`config.mk`:
```
export PLATFORM = sky130hd
export DESIGN_NAME = debounce_filter
export DESIGN_NICKNAME = d
export VERILOG_FILES = /design/src/rtl/debounce_filter.sv
export SDC_FILE = /design/constraint.sdc
export NUM_CORES = 1
export LEC_CHECK = 0
export BUFFER_PORTS_ARGS = -buffer_cell sky130_fd_sc_hd__buf_2
export CAP_MARGIN = 20
export CORE_MARGIN = 2
export CORE_UTILIZATION = 54
export CTS_CLUSTER_DIAMETER = 120
export CTS_CLUSTER_SIZE = 14
export DETAILED_ROUTE_END_ITERATION = 8
export PLACE_DENSITY = 0.82
export REMOVE_ABC_BUFFERS = 1
export SYNTH_ARGS = -nofsm -noshare
export SYNTH_HDL_FRONTEND = slang
export SYNTH_SLANG_ARGS = --single-unit
```
`constraint.sdc`:
```
create_clock -name clk -period 1.8 [get_ports clk]
set_input_delay 0.36 -clock clk [delete_from_list [all_inputs] [get_ports clk]]
set_output_delay 0.36 -clock clk [all_outputs]
set_load 0.03 [all_outputs]
```
`src/rtl/debounce_filter.sv`:
```
// Multi-channel counter-based debouncer: each input is synchronised, then its
// debounced level changes only after the new level holds for STABLE_COUNT ticks.
module debounce_filter #(
    parameter int   WIDTH        = 1,
    parameter int   SYNC_STAGES  = 2,
    parameter int   STABLE_COUNT = 50000,
    parameter int   CNT_W        = 16,
    parameter logic INIT         = 1'b0
) (
    input  logic             clk,
    input  logic             rst,
    input  logic             tick,
    input  logic [WIDTH-1:0] in,
    output logic [WIDTH-1:0] out,
    output logic [WIDTH-1:0] rise,
    output logic [WIDTH-1:0] fall
);

    localparam logic [CNT_W-1:0] CNT_LAST = CNT_W'(STABLE_COUNT - 1);

    logic [WIDTH-1:0] sync_q [SYNC_STAGES];
    logic [WIDTH-1:0] sync_d [SYNC_STAGES];
    logic [CNT_W-1:0] cnt_q  [WIDTH];
    logic [CNT_W-1:0] cnt_d  [WIDTH];
    logic [WIDTH-1:0] out_q, out_d;
    logic [WIDTH-1:0] rise_q, rise_d;
    logic [WIDTH-1:0] fall_q, fall_d;
    logic [WIDTH-1:0] s_q;

    assign s_q = sync_q[SYNC_STAGES-1];

    always_comb begin
        // NOTE: every comb output gets a default first so no path leaves it unassigned (no latch).
        sync_d[0] = in;
        for (int k = 1; k < SYNC_STAGES; k++) begin
            sync_d[k] = sync_q[k-1];
        end
        out_d  = out_q;
        rise_d = '0;
        fall_d = '0;
        for (int i = 0; i < WIDTH; i++) begin
            cnt_d[i] = cnt_q[i];
            // A match clears the count even without a tick, so any bounce restarts it.
            if (s_q[i] == out_q[i]) begin
                cnt_d[i] = '0;
            end else if (tick) begin
                if (cnt_q[i] == CNT_LAST) begin
                    out_d[i]  = s_q[i];
                    rise_d[i] = s_q[i];
                    fall_d[i] = ~s_q[i];
                    cnt_d[i]  = '0;
                end else begin
                    cnt_d[i] = cnt_q[i] + CNT_W'(1);
                end
            end
        end
    end

    // NOTE: state registers use non-blocking assignments so every flop samples pre-edge values.
    always_ff @(posedge clk) begin
        if (rst) begin
            for (int k = 0; k < SYNC_STAGES; k++) begin
                sync_q[k] <= {WIDTH{INIT}};
            end
            for (int i = 0; i < WIDTH; i++) begin
                cnt_q[i] <= '0;
            end
            out_q  <= {WIDTH{INIT}};
            rise_q <= '0;
            fall_q <= '0;
        end else begin
            sync_q <= sync_d;
            cnt_q  <= cnt_d;
            out_q  <= out_d;
            rise_q <= rise_d;
            fall_q <= fall_d;
        end
    end

    assign out  = out_q;
    assign rise = rise_q;
    assign fall = fall_q;

endmodule
```
==> summary.txt, run 1 <==
STA
  – Final TNS setup: 0 ns
  – Unrepaired setup endpoints after global routing: no
  – Slew Viols, Final: 0
  – Total count of hold-check failures in the final report: 0
  – Fmax: 0.595 GHz
  – Fin worst setup slack: 0.119 ns
  – Slew at the pin closest to its max-slew limit: 0.368 ns
  – Endpoints failing setup: 0
  – Fin Clk Skew: 0.00340 ns
  – Min cycle time layout: 1.68 ns
  – Worst-case headroom to the max-slew limit: 75.3%
  – Final worst path period share: 93.4%

Floorplanning
  – Number of cell rows: 14
  – Total die area: 0.00200 mm²
  – Effective utilization at floorplan: 58.8%
  – DIE HEIGHT: 44.7 µm
  – Die X-Extent: 44.7 µm
  – IO Pins: 7
  – Placeable core area: 0.00152 mm²

Layout
  – Finished Layout Cells: 125
  – Ratio of cells with drive above 1 in the final layout: 16.5%
  – Area growth from synthesis to final layout: 11.5%
  – Fin nets: 115
  – Ant. Diodes: 0
  – Post-Route Utilization: 65.5%

Worst setup path
  – Startpoint of the lowest-slack register-to-register path: cnt_q[10]$_SDFFE_PP0P_
  – Capture point of the worst path: out$_SDFFE_PP0P_
  – Arrival time of data at the critical path endpoint: 1.89 ns
  – Worst Setup End Kind: flip-flop
  – CP Max Fanout: 3
  – Endpoint of the most critical register-to-register path: out$_SDFFE_PP0P_
  – Critical path class: flip-flop to flip-flop
  – Launch point of the critical path: cnt_q[10]$_SDFFE_PP0P_
  – Critical Path Slowest Stage Cell: sky130_fd_sc_hd__or4b_1
  – Worst stage delay on the critical path: 0.57 ns
  – Launching element type of the critical path: flip-flop
  – Worst path required time: 2.01 ns
  – List of cells traversed by the critical path: or4b_1, nor4_4, buf_4, mux2i_1, nor2_1
  – R2R depth: 5
  – Slack of the worst reg-to-reg path: 0.12 ns

Flow run
  – Number of max-cap violations: 0

Logic synthesis
  – Seq cells post-synth: 21
  – Ranking of synthesized cells by area: sky130_fd_sc_hd__dfxtp_1, sky130_fd_sc_hd__xnor2_1, sky130_fd_sc_hd__nor2_1
  – Cell area after synthesis: 896 µm²
  – Share of synthesized area occupied by flip-flops and latches: 46.9%
  – Number of distinct library cells after synthesis: 21
  – YS warnings: 0
  – Number of instances in the synthesized netlist: 96
  – Cell accounting for the most synthesized area: sky130_fd_sc_hd__dfxtp_1
  – Post-Synthesis Mean Instance Area: 9.33 µm²
  – Fraction of post-synthesis cell area in the top cell type by area: 46.9%

Global route
  – First-pass GRT wire length: 2570 µm
  – Number of antenna violations at the first check in global routing: 0
  – Global router's overall resource usage: 19.4%
  – Total congestion overflow after global routing: 0
  – Largest net degree at the start of global routing: 16
  – Via count of the first global-routing pass: 637

Route
  – Per-cell via count in the routed design: 5.59
  – Count of antenna-violating nets left after detailed routing: 0
  – Count of routing violations after the opening detailed-route iteration: 16
  – Average wire per standard cell: 12.5 µm
  – First-pass iteration count of the detailed router: 4
  – # DRC: 0
  – Final Routed Wirelength: 1560 µm
  – Total number of vias: 699

Pwr
  – Worst supply voltage drop on vdd: 0.542 mV
  – LEAKAGE: 0.335 nW
  – Power density over cell area: 703 mW/mm²

Clock network
  – Worst-case clock buffer depth: 2
  – Clock insertion delay at the later pin of the skew report: 0.30 ns
  – CTS tree: built
  – Number of resized instances in the post-cts repair step: 0
  – Post-CTS Repair Setup Buffers: 0
  – Total number of clock tree sinks: 21
  – CTS Buf Count: 3
  – Root Driver: sky130_fd_sc_hd__clkbuf_4
  – Maximum level of the CTS H-tree: 1
  – Hold-fix buffers, CTS: 0
  – Clock-pin slew on the worst setup and hold paths: 0.10 ns

Placed design
  – Number of cells in the design after placement: 121
  – Input/output buffers: 6
  – Post-detailed-placement half-perimeter wirelength: 1140 µm
  – Worst slack, placed: 0.0911 ns
  – Final RePlAce weighted congestion: 0.709

Status
  – Result of the run: completed

Worst hold path
  – Type of the most critical hold path: input port to flip-flop
cells in the mapped netlist:
cell,instances
sky130_fd_sc_hd__inv_1,2
sky130_fd_sc_hd__xor2_1,3
sky130_fd_sc_hd__mux2i_1,2
sky130_fd_sc_hd__nor2_1,21
sky130_fd_sc_hd__or4b_1,1
sky130_fd_sc_hd__nor4_4,1
sky130_fd_sc_hd__and3_1,1
sky130_fd_sc_hd__xnor2_1,13
sky130_fd_sc_hd__dfxtp_1,21
sky130_fd_sc_hd__ha_1,1
sky130_fd_sc_hd__nand4b_1,1
sky130_fd_sc_hd__nor4_1,4
sky130_fd_sc_hd__or2b_2,1
sky130_fd_sc_hd__nor2b_1,2
sky130_fd_sc_hd__nor3_1,5
sky130_fd_sc_hd__nand2_1,5
sky130_fd_sc_hd__buf_6,1
sky130_fd_sc_hd__nand3_1,4
sky130_fd_sc_hd__clkbuf_1,1
sky130_fd_sc_hd__nand4_1,5
sky130_fd_sc_hd__or4b_4,1
stage by stage:
stage | power (mW) | area (µm²) | hold slack (ns)
4_1_cts | 0.714 | 996 | 0.244
3_5_place_dp | 0.494 | 968 | 0.457
2_1_floorplan | 0.486 | 881 | 0.414
3_3_place_gp | 0.493 | 968 | 0.420
6_report | 0.702 | 998 | 0.255
5_1_grt | 0.738 | 998 | 0.243
power breakdown:
group | internal [mW] | leakage [nW] | switching, mW
Sequential | 0.467 | 0.170 | 0.00165
Clock | 0.0831 | 0.0177 | 0.136
Combinational | 0.00686 | 0.147 | 0.00838
Total | 0.557 | 0.335 | 0.146
cell usage in the layout, fill, tap and decap left out:
cell type,count
sky130_fd_sc_hd__buf_2,6
sky130_fd_sc_hd__xor2_1,3
sky130_fd_sc_hd__nand4b_1,1
sky130_fd_sc_hd__nand4_1,5
sky130_fd_sc_hd__mux2i_1,2
sky130_fd_sc_hd__or4b_1,1
sky130_fd_sc_hd__and3_1,1
sky130_fd_sc_hd__nor4_1,4
sky130_fd_sc_hd__clkinv_2,1
sky130_fd_sc_hd__nor3_1,5
sky130_fd_sc_hd__nor2_1,21
sky130_fd_sc_hd__nand3_1,4
sky130_fd_sc_hd__or4b_4,1
sky130_fd_sc_hd__buf_4,5
sky130_fd_sc_hd__dfxtp_1,21
sky130_fd_sc_hd__xnor2_1,13
sky130_fd_sc_hd__nor4_4,1
sky130_fd_sc_hd__or2b_4,1
sky130_fd_sc_hd__clkbuf_4,3
sky130_fd_sc_hd__inv_1,2
sky130_fd_sc_hd__nor2b_1,2
sky130_fd_sc_hd__nand2_1,5
sky130_fd_sc_hd__ha_1,1
worst max-delay path, delay by kind of cell, from the launching register on:
| kind | cells | cell delay [ns] |
|---|---|---|
| and+or+nand+nor | 3 | 0.91 |
| DFF | 1 | 0.34 |
| buffers and inverters | 1 | 0.17 |
| muxes | 1 | 0.17 |
layer usage:
layer / share of wire, % / wire length, µm / up-vias / GRT usage, %
li1: - / - / 354 / -
met1: 43 / 679 / 326 / 19.9
met2: 50 / 775 / 15 / 32.8
met3: 4.1 / 64 / 4 / 7.20
met4: 2.7 / 42 / 0 / 12.7
met5: 0 / 0 / - / 0
cell families after synthesis:
kind of cell	count (synthesis)	synth area share, %
flops	21	46.9
simple gates	52	31.3
buf+inv	4	2.51
mux	2	2.23
xor+xnor	16	15.6
fa+ha+maj	1	1.40
cell type report:
cell class                 count  area [µm²]
fill                         123         526
multi-input combinational     71         455
sequential                    21         420
timing repair buffer          11        67.6
clock buffer                   3        22.5
tap                           16        20.0
inverter                       2        7.51
clock inverter                 1        5.00
worst min-delay path by stage:
stage                              start              endpoint  depth (start not counted)
finish                                in  sync_d[0]$_SDFF_PP0_                          2
global placement    sync_d[0]$_SDFF_PP0_        s_q$_SDFF_PP0_                          1
CTS                                  rst  sync_d[0]$_SDFF_PP0_                          2
global route                         rst      out$_SDFFE_PP0P_                          2
detailed placement  sync_d[0]$_SDFF_PP0_        s_q$_SDFF_PP0_                          1
floorplan           sync_d[0]$_SDFF_PP0_        s_q$_SDFF_PP0_                          1
flip-flops by register name, summed over array words and instances (netlist names):
| register | count |
|---|---|
| cnt_q | 16 |
| s_q | 1 |
| rise | 1 |
| fall | 1 |
| out | 1 |
| sync_d | 1 |
(Power assumes the default switching activity.)
==> run 2, diff against run 1 <==
- ABC_AREA: default -> 1
- PLACE_DENSITY: 0.82 -> 0.81
==> run 2 against run 1 <==
Compared with the run above:
- cell count grew 52%
- critical path type unchanged
- clock-buffer cell count stayed put
- largest power group unchanged
- worst hold slack got worse by 0.017 ns
- flip-flop and latch count unchanged
- clock power is 3% higher
- combinational power is 38% higher
- power increased by 1.7%
- highest routed layer unchanged
- setup slack better by 0.29 ns
- first-iteration DRC count increased by 88%
==> summary.txt, run 2 <==
Global route
  – First-pass GRT wire length: 3730 µm
  – Number of antenna violations at the first check in global routing: 0
  – Largest net degree at the start of global routing: 13
  – Global router's overall resource usage: 20.4%
  – Via count of the first global-routing pass: 860
  – Total congestion overflow after global routing: 0

STA
  – Total count of hold-check failures in the final report: 0
  – Fin worst setup slack: 0.407 ns
  – Worst-case headroom to the max-slew limit: 83.9%
  – Slew at the pin closest to its max-slew limit: 0.240 ns
  – Fin Clk Skew: 0.00615 ns
  – Unrepaired setup endpoints after global routing: no
  – Final worst path period share: 77.4%
  – Final worst hold slack: 0.238 ns
  – Final TNS setup: 0 ns
  – Endpoints failing setup: 0
  – Slew Viols, Final: 0
  – Min cycle time layout: 1.39 ns
  – Fmax: 0.718 GHz

Route
  – Count of antenna-violating nets left after detailed routing: 0
  – Count of routing violations after the opening detailed-route iteration: 30
  – Average wire per standard cell: 11.1 µm
  – Per-cell via count in the routed design: 5.03
  – Final Routed Wirelength: 2110 µm
  – First-pass iteration count of the detailed router: 4
  – # DRC: 0
  – Total number of vias: 956

Worst setup path
  – Worst path required time: 2.01 ns
  – Launch point of the critical path: cnt_q[0]$_SDFFE_PP0P_
  – Arrival time of data at the critical path endpoint: 1.61 ns
  – CP Max Fanout: 5
  – Critical path class: flip-flop to flip-flop
  – Startpoint of the lowest-slack register-to-register path: cnt_q[0]$_SDFFE_PP0P_
  – Worst Setup End Kind: flip-flop
  – Launching element type of the critical path: flip-flop

Logic synthesis
  – Top_reg_cell synth: sky130_fd_sc_hd__dfxtp_1
  – Cell accounting for the most synthesized area: sky130_fd_sc_hd__dfxtp_1
  – Area share of and/or/nand/nor cells after synthesis: 43.1%
  – Main combinational cell family by area after synthesis: simple AND/OR/NAND/NOR gates
  – Area fraction in compound gates after synthesis: 6.77%
  – Number of instances in the synthesized netlist: 153
  – Adder-Cell Fraction of Synth Area: 1.15%
  – Post-synthesis xor/xnor area fraction: 3.21%
  – Multiplexer area fraction after synthesis: 0.917%
  – Number of enable flip-flop cells after synthesis: 0
  – Cell area after synthesis: 0.00109 mm²
  – Ranking of synthesized cells by area: sky130_fd_sc_hd__dfxtp_1, sky130_fd_sc_hd__nor2_1, sky130_fd_sc_hd__nand2_1
  – Most frequent cell after synthesis: sky130_fd_sc_hd__nor2_1
  – Share of synthesized area occupied by flip-flops and latches: 38.5%
  – Number of distinct library cells after synthesis: 27
  – Post-Synthesis Mean Instance Area: 7.13 µm²
  – Top post-synthesis cells by count: sky130_fd_sc_hd__nor2_1, sky130_fd_sc_hd__nand2_1, sky130_fd_sc_hd__dfxtp_1, sky130_fd_sc_hd__inv_1, sky130_fd_sc_hd__nand2_2
  – YS warnings: 0
  – Ys async rst share: 0%
  – Fraction of post-synthesis cell area in the top cell type by area: 38.5%
  – Seq cells post-synth: 21

Floorplanning
  – Placeable core area: 0.00194 mm²
  – Number of cell rows: 16
  – Total die area: 0.00240 mm²
  – Effective utilization at floorplan: 56.2%
  – Die X-Extent: 49.0 µm
  – IO Pins: 7
  – DIE HEIGHT: 49.0 µm

Clock network
  – Clock-pin slew on the worst setup and hold paths: 0.11 ns
  – Total number of clock tree sinks: 21
  – Worst-case clock buffer depth: 2
  – CTS Buf Count: 3
  – Maximum level of the CTS H-tree: 1
  – Number of resized instances in the post-cts repair step: 0
  – Hold-fix buffers, CTS: 0
  – CTS tree: built
  – Post-CTS Repair Setup Buffers: 0
  – Clock insertion delay at the later pin of the skew report: 0.31 ns
  – Root Driver: sky130_fd_sc_hd__clkbuf_4

Pwr
  – Worst supply voltage drop on vdd: 0.577 mV
  – LEAKAGE: 0.443 nW
  – Power density over cell area: 604 mW/mm²
  – Final Total Pwr: 0.715 mW

Layout
  – Ant. Diodes: 0
  – Finished Layout Cells: 190
  – Top library cells by usage in the layout, fill and taps aside: sky130_fd_sc_hd__nor2_1, sky130_fd_sc_hd__nand2_1, sky130_fd_sc_hd__dfxtp_1, sky130_fd_sc_hd__inv_1, sky130_fd_sc_hd__nand2_2
  – Most common cell after layout, fill and taps aside: sky130_fd_sc_hd__nor2_1
  – Register cell area after layout: 420 µm²
  – Total area of multi-input combinational cells: 602 µm²
  – Ratio of cells with drive above 1 in the final layout: 21.5%
  – Largest register FFs: 16
  – Register name with the most flops: cnt_q
  – Filler instances: 202
  – Area growth from synthesis to final layout: 8.37%
  – Fin nets: 169

Placed design
  – Input/output buffers: 6
  – Post-detailed-placement half-perimeter wirelength: 1700 µm
  – Number of cells in the design after placement: 186
  – Worst slack, placed: 0.402 ns
  – Final RePlAce weighted congestion: 0.916

Worst hold path
  – Critical hold path startpoint: rst
  – Type of the most critical hold path: input port to flip-flop

Status
  – Result of the run: completed

Flow run
  – Number of max-cap violations: 0
==> run 2: cell families after synthesis <==
logic type	count (synthesis)
buffers and inverters	18
adder cells (fa/ha/maj)	1
XOR/XNOR	4
AND/OR/NAND/NOR	98
multiplexers	1
flip-flops	21
AO/OA/AOI/OAI	10
==> run 2: power by group <==
group,internal [mW],switching [mW]
registers,0.467,0.00185
logic,0.00828,0.0127
clock network,0.0831,0.142
==> run 2: stage by stage <==
step | utilization, % | area [µm²]
6_report | 60.9 | 1180
5_1_grt | 60.9 | 1180
4_1_cts | 60.9 | 1180
3_5_place_dp | 59.5 | 1150
3_3_place_gp | 59.5 | 1150
2_1_floorplan | - | 1090
==> run 2: worst paths after layout <==
kind	endpoint	slack, ns	depth (start not counted)
min	s_q$_SDFF_PP0_	0.24	2
min reg2reg	s_q$_SDFF_PP0_	0.41	2
max	cnt_q[11]$_SDFFE_PP0P_	0.41	8
max reg2reg	cnt_q[11]$_SDFFE_PP0P_	0.41	8
==> run 2: critical path, stage by stage (launching register included) <==
cell	delay, ns
sky130_fd_sc_hd__dfxtp_1	0.39
sky130_fd_sc_hd__ha_1	0.24
sky130_fd_sc_hd__nand2_2	0.09
sky130_fd_sc_hd__nor2_1	0.14
sky130_fd_sc_hd__nand2_2	0.11
sky130_fd_sc_hd__nor2_2	0.15
sky130_fd_sc_hd__nor2_4	0.06
sky130_fd_sc_hd__nand2_1	0.08
sky130_fd_sc_hd__nor2_2	0.03
==> run 2: routing by layer <==
layer | share of wire (%) | global-route usage (%) | vias up
met5 | 0 | 0 | -
met3 | 2.8 | 3.68 | 6
met4 | 1.9 | 8.57 | 0
li1 | - | - | 496
met2 | 46 | 32.6 | 13
met1 | 49 | 26.9 | 441
==> run 2: layout make-up <==
class	instances	share of cell area (%)
Inverter	18	5.82
Sequential cell	21	35.6
Clock buffer	3	1.90
Clock inverter	1	0.423
Multi-Input combinational cell	114	50.9
Timing Repair Buffer	6	2.54
Tap cell	27	2.86
